## src/rtl/word_byte_serializer_if.sv

```systemverilog
// Word-in / byte-out handshake bundle for word_byte_serializer.
// master: upstream word source plus downstream byte sink (drives in_data,
//         in_valid, out_ready).
// slave : the serializer itself.
interface word_byte_serializer_if;

    // Upstream word channel
    logic [31:0] in_data;
    logic        in_valid;
    logic        in_ready;

    // Downstream byte channel
    logic [7:0]  out_byte;
    logic        out_valid;
    logic        out_ready;
    logic [1:0]  out_idx;
    logic        out_last;

    // Status
    logic        busy;

    modport master (
        output in_data,
        output in_valid,
        output out_ready,
        input  in_ready,
        input  out_byte,
        input  out_valid,
        input  out_idx,
        input  out_last,
        input  busy
    );

    modport slave (
        input  in_data,
        input  in_valid,
        input  out_ready,
        output in_ready,
        output out_byte,
        output out_valid,
        output out_idx,
        output out_last,
        output busy
    );

endinterface

```

## src/rtl/word_byte_serializer.sv

```systemverilog
// word_byte_serializer: holds one 32-bit word and emits it as four bytes,
// one per out_valid/out_ready handshake. A new word is accepted in the same
// cycle the last byte leaves, so back-to-back words stream without bubbles.
//
// Build option:
//   WORD_SER_LSB_FIRST_EN undefined -> byte 0 = word[31:24] (MSB first)
//   WORD_SER_LSB_FIRST_EN defined   -> byte 0 = word[7:0]   (LSB first)
// out_idx / out_last behave identically in both builds.
module word_byte_serializer #(
    parameter int NBYTES = 4,   // only 4 is supported
    parameter int BYTE_W = 8    // only 8 is supported
) (
    input  logic                  clk,
    input  logic                  rst_n,
    word_byte_serializer_if.slave bus
);

    localparam int         WORD_W   = NBYTES * BYTE_W;
    localparam logic [1:0] LAST_IDX = 2'(NBYTES - 1);

    typedef enum logic {
        IDLE = 1'b0,
        SEND = 1'b1
    } state_e;

    state_e              state_q, state_d;
    logic [1:0]          idx_q,   idx_d;
    logic [WORD_W-1:0]   word_q,  word_d;

    logic                at_last;
    logic                in_ready_c;
    logic                in_hs;
    logic                out_hs;
    logic [1:0]          lane;
    logic [BYTE_W-1:0]   byte_sel;

    // Handshake qualification; in_ready depends only on state and out_ready.
    always_comb begin
        at_last    = (state_q == SEND) && (idx_q == LAST_IDX);
        in_ready_c = rst_n && ((state_q == IDLE) || (at_last && bus.out_ready));
        in_hs      = bus.in_valid && in_ready_c;
        out_hs     = (state_q == SEND) && bus.out_ready;
    end

    // Next-state logic: load, walk the byte counter, reload or drain.
    always_comb begin
        // NOTE: every signal written here gets a default first so no latch is inferred.
        state_d = state_q;
        idx_d   = idx_q;
        word_d  = word_q;

        case (state_q)
            IDLE: begin
                if (in_hs) begin
                    state_d = SEND;
                    idx_d   = 2'd0;
                    word_d  = bus.in_data;
                end
            end

            SEND: begin
                if (out_hs) begin
                    if (idx_q != LAST_IDX) begin
                        idx_d = idx_q + 2'd1;
                    end else if (in_hs) begin
                        // Last byte leaves and the next word arrives together.
                        idx_d  = 2'd0;
                        word_d = bus.in_data;
                    end else begin
                        state_d = IDLE;
                        idx_d   = 2'd0;
                    end
                end
            end

            default: begin
                state_d = IDLE;
                idx_d   = 2'd0;
            end
        endcase
    end

    // Byte lane select: map the walk index onto a byte lane of the word.
    always_comb begin
`ifdef WORD_SER_LSB_FIRST_EN
        lane = idx_q;
`else
        lane = LAST_IDX - idx_q;
`endif
        case (lane)
            2'd0:    byte_sel = word_q[7:0];
            2'd1:    byte_sel = word_q[15:8];
            2'd2:    byte_sel = word_q[23:16];
            default: byte_sel = word_q[31:24];
        endcase
    end

    // State, counter and word register; reset aborts any word in flight.
    always_ff @(posedge clk or negedge rst_n) begin
        if (!rst_n) begin
            // NOTE: the word register is cleared too, so out_byte reads 0x00 in reset.
            state_q <= IDLE;
            idx_q   <= 2'd0;
            word_q  <= '0;
        end else begin
            // NOTE: sequential state uses non-blocking assignments only.
            state_q <= state_d;
            idx_q   <= idx_d;
            word_q  <= word_d;
        end
    end

    assign bus.in_ready  = in_ready_c;
    assign bus.out_valid = (state_q == SEND);
    assign bus.busy      = (state_q == SEND);
    assign bus.out_last  = at_last;
    assign bus.out_idx   = idx_q;
    assign bus.out_byte  = byte_sel;

endmodule

```

## src/flat_wrapper.sv

```systemverilog
// flat-port wrapper written by rule: the top's interface ports become plain ports
module word_byte_serializer_flat 
#(
    parameter int NBYTES = 4,                         
    parameter int BYTE_W = 8                          
)
  (clk, rst_n, bus_in_data, bus_in_valid, bus_out_ready, bus_in_ready, bus_out_byte, bus_out_valid, bus_out_idx, bus_out_last, bus_busy);
  word_byte_serializer_if bus_i ();
  input  logic clk;
  input  logic rst_n;
  input wire logic [$bits(bus_i.in_data)-1:0] bus_in_data;
  input wire logic [$bits(bus_i.in_valid)-1:0] bus_in_valid;
  input wire logic [$bits(bus_i.out_ready)-1:0] bus_out_ready;
  output wire logic [$bits(bus_i.in_ready)-1:0] bus_in_ready;
  output wire logic [$bits(bus_i.out_byte)-1:0] bus_out_byte;
  output wire logic [$bits(bus_i.out_valid)-1:0] bus_out_valid;
  output wire logic [$bits(bus_i.out_idx)-1:0] bus_out_idx;
  output wire logic [$bits(bus_i.out_last)-1:0] bus_out_last;
  output wire logic [$bits(bus_i.busy)-1:0] bus_busy;
  assign bus_i.in_data = bus_in_data;
  assign bus_i.in_valid = bus_in_valid;
  assign bus_i.out_ready = bus_out_ready;
  assign bus_in_ready = bus_i.in_ready;
  assign bus_out_byte = bus_i.out_byte;
  assign bus_out_valid = bus_i.out_valid;
  assign bus_out_idx = bus_i.out_idx;
  assign bus_out_last = bus_i.out_last;
  assign bus_busy = bus_i.busy;
  word_byte_serializer #(.NBYTES(NBYTES), .BYTE_W(BYTE_W)) u_core (.clk(clk), .rst_n(rst_n), .bus(bus_i));
endmodule
```

## config.mk

```make
export PLATFORM = sky130hd
export DESIGN_NAME = word_byte_serializer_flat
export DESIGN_NICKNAME = d
export VERILOG_FILES = /design/src/rtl/word_byte_serializer_if.sv /design/src/rtl/word_byte_serializer.sv /design/src/flat_wrapper.sv
export SDC_FILE = /design/constraint.sdc
export NUM_CORES = 1
export LEC_CHECK = 0
export ABC_AREA = 1
export CAP_MARGIN = 10
export CORE_MARGIN = 3
export CORE_UTILIZATION = 28
export DETAILED_ROUTE_END_ITERATION = 10
export GPL_TIMING_DRIVEN = 0
export PLACE_DENSITY = 0.59
export REMOVE_ABC_BUFFERS = 1
export SKIP_LAST_GASP = 1
export SLEW_MARGIN = 20
export SYNTH_ARGS = -nofsm -noshare
export SYNTH_HDL_FRONTEND = slang
export SYNTH_SLANG_ARGS = --single-unit
```

## constraint.sdc

```tcl
create_clock -name clk -period 1.6 [get_ports clk]
set_clock_uncertainty 0.2 [all_clocks]
set_input_delay 0.32 -clock clk [delete_from_list [all_inputs] [get_ports clk]]
set_output_delay 0.32 -clock clk [all_outputs]
set_load 0.02 [all_outputs]
```

==> results_dict.tcl, run 1 <==
set metrics [dict create \
    yosys-top-cells-count "nand2_1 (119), dfrtp_1 (35), nand4_1 (32)" \
    setup_viol 44 \
    clock_path_buffers 2 \
    clock_sinks 35 \
    ys_async_sr_fraction 1.00 \
    p_per_area_nw_per_um2 1910 \
    drv_slew 0 \
    synthFlopType "dfrtp_1" \
    place_hpwl_um 2920 \
    rsz0062_at_grt "yes" \
    cts_made_buffers 5 \
    initial_core_util 0.296 \
    yosysSeqAreaShare 0.485 \
    area_delta_synth_final_pct 57.6 \
    whs_ps -61.9 \
    die_y_um 86.3 \
    crit_arrival_ps 1620 \
    grt_max_degree 51 \
    avgSynthCellArea_um2 7.88 \
    grtUsageTotal 0.145 \
    hp-class "input pin to asynchronous set/reset pin" \
    p_leak_nw 1.34 \
    crit_buf_inv 4 \
    final-hold-violation-count 25 \
    path_cells "inv_4, ha_4, clkinvlp_4, buf_6, nand2_4, nand2_4, buf_6" \
    slowest_stage "dfrtp_2" \
    viasPerCell 4.91 \
    ioPinCount 50 \
    htreeDepth 2 \
    critPathCaptureType "output port" \
    drt_iter0_drc 143 \
    outcome "finished with violations" \
    cap_viol_max_count 0 \
    fill_cells 659 \
    critPathMaxStageDelay_ps 480 \
    rows 28 \
    finalWorstSetupSlack_ps -537 \
    core_um2 6100 \
    place.gp.congestion 0.703 \
    grt_overflow 0 \
    yosysUniqueCellTypes 16 \
    antennaDiodeCount 0 \
    cts_hold_buffers 1 \
    grt_first_pass_wirelength_um 8400 \
    nets 326 \
    failed_checks "negative hold slack, negative setup slack" \
    peakVddDrop_mv 0.746 \
    ant_nets 0 \
    wl_per_cell_um 15.4 \
    p_total_mw 5.44 \
    io_buffers 49 \
    yosys_register_bits 35 \
    syn_area_um2 1800 \
    fin_crit_ps 2140 \
    yosysMostFrequentCell "nand2_1" \
    layout-drive-gt1-share 0.310 \
    drc 0 \
    die_area_um2 7440 \
    startpoint_type "register" \
    netlist_top_cells_area "dfrtp_1 (49%), nand2_1 (25%), nand4_1 (11%)" \
    clkTransAtPathRegs_ps 70 \
    synth_edf_count 0 \
    finalCritPeriodShare 1.34 \
    r2r_slack_ps -110 \
    path_delay_family "buffers and inverters" \
    syn_inst 229 \
    grt_pass1_vias 1702 \
    die_w_um 86.3 \
    worstMarginPinSlew_ps 841 \
    netlist.top_cell.by_area "dfrtp_1" \
    cts_tree "built" \
    utilization 0.467 \
    max_slew_margin 0.439 \
    critical_path_class "register to output port" \
    fmax_mhz 468 \
    totalWireLength_um 5560 \
    synth_top_area_frac 0.485 \
    insertion_delay_ps 280 \
    critical_path.max_fanout 7 \
    critPathRequiredTime_ps 1080 \
    cts_root_buf "clkbuf_8" \
    via_count 1777 \
    yosysWarnings 0 \
    dr.pass1.iters 4 \
    antenna_found_initial 0 \
]
-- sequential cells by signal, indices dropped and copies added (netlist names) --
signal	flops
u_core.bus.out_idx	2
u_core.bus.busy	1
u_core.word_q	32
-- cell usage in the layout, fill, tap and decap left out, drive strengths merged --
master	instances
a21boi	1
buf	25
clkbuf	9
clkdlybuf4s15	2
clkdlybuf4s50	33
clkinvlp	1
dfrtp	35
dlygate4sd2	1
dlygate4sd3	1
ha	4
inv	3
nand2	122
nand3	16
nand3b	1
nand4	32
nor2	1
-- worst reg2reg max path, delay by kind of cell, from the launching register on --
family / cells / cell delay (ps)
fa+ha+maj: 1 / 220
buf+inv: 1 / 130
flops: 1 / 470
simple gates: 5 / 590
-- cell type report --
type                            instances  area (um^2)  area share
Tap cell                               75         93.8      0.0330
Inverter                                4         23.8     0.00836
Clock buffer                            8          100      0.0352
Timing Repair Buffer                   63          661       0.232
Sequential cell                        35          880       0.309
Multi-Input combinational cell        177         1090       0.382
-- cell families after synthesis --
group / count (synthesis) / share of synthesized area
and+or+nand+nor: 166 / 0.411
DFF: 35 / 0.485
buffers and inverters: 23 / 0.0714
adders and majority gates: 4 / 0.0277
AOI/OAI and AO/OA: 1 / 0.00416
-- timing repair --
action,4_1_cts,5_1_grt
setup buffers,6,6
hold endpoints to repair,10,25
resized for setup,107,36
cloned,3,3
pin swaps,25,7
endpoints found under the setup margin,47,47
-- through the flow --
stage / worst slack [ps] / std cells / setup TNS (ps) / hold WS [ps] / area (um^2)
floorplan: -437 / 210 / -14720 / -176 / 1690
global placement: -2660 / 334 / -167450 / 254 / 2270
detailed placement: -896 / 335 / -35500 / 18.6 / 2290
CTS: -508 / 353 / -6750 / -65.8 / 2660
global route: -602 / 362 / -9850 / -40.5 / 2840
finish: -537 / 362 / -6770 / -61.9 / 2840
-- where the power goes --
group / switching [mW] / internal (mW)
combinational: 1.66 / 1.36
sequential: 0.355 / 1.34
clock: 0.326 / 0.393
-- final timing paths --
path | endpoint | depth (start not counted) | startpoint
min in group clk | u_core.word_q[9] | 3 | rst_n
hold / removal | u_core.bus.out_idx[0] | 2 | rst_n
max in group asynchronous | u_core.bus.busy | 2 | rst_n
setup reg to reg | u_core.word_q[22] | 7 | u_core.bus.out_idx[0]
setup / recovery | bus_out_byte[1] | 7 | u_core.bus.out_idx[0]
hold reg to reg | u_core.word_q[24] | 2 | u_core.word_q[24]
-- per-layer routing --
layer	vias to the layer above	track usage	wire length (um)
met3	2	0.0361	215
met4	0	0.0297	20
li1	881	-	-
met1	859	0.181	2410
met2	35	0.252	2920
met5	-	0	0
Power figures use the tool's default switching activity.
==> run 2, diff against run 1 <==
clock period = 1.83 ns   (was 1.6 ns; I/O delays follow)
==> run 2 against run 1 <==
  * The flow finishes with violations (negative setup slack)
  * Register-to-register slack gained 250 ps
  * Wire length shrank 6.7%
  * Via count shrank 4.3%
  * Utilization shrank 2.4 points
  * Die area is the same
  * Clock power shrank 12%
  * Combinational power shrank 23%
  * Sequential power shrank 14%
  * First-iteration DRC count shrank 15%
  * Power shrank 19%
  * Critical path type unchanged
  * Largest cell class unchanged
==> results_dict.tcl, run 2 (synthesis gave the netlist of run 1 again) <==
set metrics [dict create \
    cts_tree "built" \
    utilization 0.443 \
    layout-drive-gt1-share 0.204 \
    max_slew_margin 0.474 \
    rsz0062_at_grt "yes" \
    insertion_delay_ps 280 \
    grt_max_degree 36 \
    final_common_cell "nand2_1" \
    place_inst 335 \
    peakVddDrop_mv 0.557 \
    clock_sinks 35 \
    p_per_area_nw_per_um2 1630 \
    setup_viol 9 \
    clkTransAtPathRegs_ps 80 \
    drv_slew 0 \
    antenna_found_initial 0 \
    cap_viol_max_count 0 \
    critPathRequiredTime_ps 1260 \
    grt_first_pass_wirelength_um 8470 \
    setup_tns_ps -2380 \
    rows 28 \
    totalWireLength_um 5190 \
    initial_core_util 0.296 \
    core_um2 6100 \
    placed_cell_area_um2 2290 \
    ioPinCount 50 \
    drc 0 \
    grt_overflow 0 \
    viasPerCell 4.80 \
    switching_share 0.426 \
    p_leak_nw 1.31 \
    critPathCaptureType "output port" \
    grt_pass1_vias 1707 \
    finalCritPeriodShare 1.19 \
    critical_path.max_fanout 7 \
    io_buffers 49 \
    crit_arrival_ps 1610 \
    place.gp.congestion 0.703 \
    p_sw_mw 1.88 \
    drt_iter0_drc 122 \
    largest_reg_flops 32 \
    postLayoutCellArea_um2 2700 \
    die_w_um 86.3 \
    via_count 1700 \
    clock_power_share 0.144 \
    final-hold-violation-count 0 \
    htreeDepth 2 \
    largest_register "u_core.word_q" \
    outcome "finished with violations" \
    nets 318 \
    failed_checks "negative setup slack" \
    place_hpwl_um 2920 \
    fmax_mhz 460 \
    hp-class "input pin to asynchronous set/reset pin" \
    cts_root_buf "clkbuf_8" \
    finalWorstSetupSlack_ps -343 \
    die_area_um2 7440 \
    final_cells 354 \
    final_cell_mix "nand2_1 (107), clkdlybuf4s50_1 (33), nand4_1 (32), dfrtp_1 (32), buf_6 (12)" \
    antennaDiodeCount 0 \
    area_delta_synth_final_pct 49.5 \
    pwr-share-seq 0.331 \
    cp-startpoint "u_core.bus.out_idx[0]" \
    ant_nets 0 \
    critical_path_class "register to output port" \
    r2r_slack_ps 140 \
    pwr-share-comb 0.525 \
    intPower_mw 2.53 \
    die_y_um 86.3 \
    timing.rr.start "u_core.bus.out_idx[0]" \
    cts_made_buffers 5 \
    worstMarginPinSlew_ps 788 \
    startpoint_type "register" \
    dr.pass1.iters 4 \
    wl_per_cell_um 14.7 \
    grtUsageTotal 0.146 \
    fin_crit_ps 2170 \
    clock_path_buffers 2 \
]
[run 2: changes by cell type in the layout (fill, tap and decap cells not counted)]
cell / previous run / this run
nand2_1: 86 / 107
nand2_2: 27 / 6
buf_6: 15 / 12
dlygate4sd2_1: 1 / 4
buf_4: 4 / 2
clkdlybuf4s15_2: 2 / 0
buf_12: 3 / 4
buf_8: 1 / 0
clkbuf_2: 1 / 0
nand2_4: 7 / 6
nand2_8: 2 / 1
nand3_4: 5 / 4
[run 2: worst paths after layout]
path	to	depth (start not counted)
max	bus_out_byte[0]	7
min in group clk	u_core.word_q[24]	3
min	u_core.word_q[2]	3
max in group asynchronous	u_core.bus.busy	2
max reg2reg	u_core.word_q[22]	6
min reg2reg	u_core.word_q[5]	2
[run 2: power groups by stage]
stage	Combinational, mW	Sequential [mW]	Clock (mW)
finish	2.32	1.46	0.634
global route	2.56	1.51	0.678
CTS	2.23	1.44	0.633
detailed placement	1.83	1.41	0
global placement	1.80	1.40	0
floorplan	1.02	1.41	0
[run 2: worst max-delay path: stages, from the launching register on]
cell	delay [ps]
dfrtp_2	480
inv_4	110
ha_4	160
clkinvlp_4	170
buf_6	180
nand2_4	50
nand2_2	50
buf_6	120
[run 2: cell type report]
| type | count | area (um^2) |
|---|---|---|
| Sequential cell | 35 | 880 |
| Timing Repair Buffer | 58 | 616 |
| Multi-Input combinational cell | 174 | 985 |
| Tap cell | 75 | 93.8 |
| Fill cell | 675 | 3400 |
| Clock buffer | 8 | 100 |
| Inverter | 4 | 23.8 |
[run 2: per-layer routing]
layer  routed length [um]  vias up  share of wire  track usage
met3                  261        5          0.050       0.0361
met2                 2640       42           0.51        0.251
met5                    0        -              0            0
li1                     -      857              -            -
met4                   46        0         0.0089       0.0297
met1                 2240      796           0.43        0.186
[run 2: what timing repair did]
item | 4_1_cts | 5_1_grt
pin swaps | 24 | 7
hold buffers | 2 | 0
setup endpoints to repair | 47 | 39
gates resized for setup | 99 | 9
endpoints found under the hold margin | 10 | 0
gates cloned | 1 | 2
setup buffers | 6 | 0
[run 2: through the flow]
stage | total power [mW] | worst slack, ps | hold slack (ps)
after floorplan | 2.43 | -253 | -130
after global placement | 3.20 | -2480 | 254
after detailed placement | 3.24 | -712 | 64.6
after CTS | 4.31 | -324 | 137
after global routing | 4.74 | -406 | 185
final | 4.41 | -343 | 143
==> run 3, diff against run 2 <==
CORE_ASPECT_RATIO = 1.2   (was default)
==> run 3 against run 2 <==
  * The flow finishes with violations (negative hold slack, negative setup slack)
  * Register-to-register slack worse by 50 ps
  * Die area barely moved
  * Utilization shrank 0.44 points
  * Sequential cell count is the same
  * Final area down 0.46%
  * Power grew 0.22%
  * Highest routed layer unchanged
==> results_dict.tcl, run 3 (synthesis gave the netlist of run 1 again) <==
set metrics [dict create \
    wl_per_cell_um 15.0 \
    reg2regPathDepth 6 \
    insertion_delay_ps 290 \
    met1_usage 0.190 \
    viasPerCell 4.76 \
    clock_path_buffers 2 \
    path_delay_family "buffers and inverters" \
    finalCritPeriodShare 1.14 \
    final-hold-violation-count 1 \
    grt_util_met2 0.227 \
    max_slew_margin 0.451 \
    grt_overflow 0 \
    crit_buf_inv 4 \
    met3_usage 0.0336 \
    die_w_um 79.3 \
    largest_register "u_core.word_q" \
    ant_nets 0 \
    grt_first_pass_wirelength_um 8220 \
    clock_sinks 35 \
    fill_cells 671 \
    hp-class "input pin to asynchronous set/reset pin" \
    multi_input_area_um2 981 \
    fin_crit_ps 2090 \
    critPathMaxStageDelay_ps 470 \
    path_cells "inv_4, ha_4, clkinvlp_4, buf_6, nand2_2, nand2_2, buf_6" \
    cts_tree "built" \
    worstMarginPinSlew_ps 824 \
    p_per_area_nw_per_um2 1640 \
    p_leak_nw 1.30 \
    clkTransAtPathRegs_ps 80 \
    die_y_um 93.9 \
    failed_checks "negative hold slack, negative setup slack" \
    cts_root_buf "clkbuf_8" \
    core_um2 6130 \
    peakVddDrop_mv 0.764 \
    critPathRequiredTime_ps 1260 \
    via_count 1736 \
    ioPinCount 50 \
    nets 322 \
    fmax_mhz 478 \
    rsz0062_at_grt "yes" \
    setup_viol 12 \
    antenna_found_initial 0 \
    drt_iter0_drc 73 \
    antennaDiodeCount 0 \
    drv_slew 0 \
    grt_max_degree 36 \
    initial_core_util 0.294 \
    seqCellArea_um2 878 \
    largest_reg_flops 32 \
    totalWireLength_um 5490 \
    cts_made_buffers 5 \
    io_buffers 49 \
    layout-drive-gt1-share 0.237 \
    finalWorstSetupSlack_ps -263 \
    setup_tns_ps -2300 \
    startpoint_type "register" \
    area_delta_synth_final_pct 48.8 \
    dr.pass1.iters 4 \
    whs_ps -4.85 \
    placed_cell_area_um2 2300 \
    critPathCaptureType "output port" \
    r2r_end "u_core.word_q[10]" \
    outcome "finished with violations" \
    place_hpwl_um 2970 \
    r2r_slack_ps 90 \
    drc 0 \
    p_total_mw 4.42 \
    cap_viol_max_count 0 \
    grtUsageTotal 0.143 \
    slowest_stage "dfrtp_2" \
    die_area_um2 7450 \
    timing.rr.start "u_core.bus.out_idx[1]" \
    grt_pass1_vias 1697 \
    final_common_cell "nand2_1" \
    critical_path.max_fanout 4 \
    postLayoutCellArea_um2 2690 \
    grt-busiest-layer "met2" \
    place.gp.congestion 0.739 \
    rows 31 \
    htreeDepth 2 \
    final_cell_mix "nand2_1 (101), clkdlybuf4s50_1 (33), dfrtp_1 (33), nand4_1 (32), nand2_2 (17)" \
    crit_arrival_ps 1530 \
    critical_path_class "register to output port" \
]
## run 3: changes by cell type in the layout (fill, tap and decap cells not counted), sizes merged
| cell | before | now |
|---|---|---|
| dlygate4sd2 | 4 | 2 |
| buf | 20 | 23 |
| clkbuf | 8 | 7 |
| clkdlybuf4s15 | 0 | 2 |
| clkinv | 0 | 1 |
| nand2 | 120 | 121 |
| dlymetal6s4s | 0 | 1 |
| dlygate4sd3 | 1 | 0 |
## run 3: repair_timing
item | CTS | global route
pin swaps | 3 | 11
gates resized for setup | 79 | 32
buffers inserted | 10 | 0
gates cloned | 1 | 3
endpoints found under the setup margin | 47 | 46
endpoints found under the hold margin | 17 | 0
hold buffers | 1 | 0
## run 3: per-layer routing
layer,part of all wire,up-vias,routed length [um]
met3,0.049,8,270
met2,0.48,42,2650
met1,0.46,822,2510
li1,-,864,-
met4,0.012,0,64
met5,0,-,0
## run 3: area by class of cell
type,instances,share of cell area
tap,82,0.0382
multi-input combinational,175,0.365
clock buffer,7,0.0284
inverter,4,0.00885
sequential,35,0.327
clock inverter,1,0.00186
timing repair buffer,61,0.230
## run 3: worst max-delay path by stage
stage | start | to | slack, ps | depth (start not counted)
after global routing | u_core.bus.out_idx[1] | bus_out_byte[1] | -340 | 7
after detailed placement | u_core.bus.out_idx[0] | bus_out_byte[0] | -710 | 6
after floorplan | u_core.bus.out_idx[1] | bus_in_ready | -250 | 3
after CTS | u_core.bus.out_idx[1] | bus_out_byte[4] | -250 | 7
after global placement | rst_n | bus_in_ready | -2460 | 3
final | u_core.bus.out_idx[0] | bus_out_byte[6] | -260 | 7
## run 3: power breakdown
part	switching (mW)	internal (mW)
Combinational	1.34	1.06
Sequential	0.288	1.17
Clock	0.291	0.268
## run 3: through the flow
step	util	cells	setup slack [ps]
floorplan	-	210	-253
global placement	0.373	341	-2460
detailed placement	0.375	342	-712
CTS	0.417	362	-249
global route	0.438	365	-339
finish	0.438	365	-263
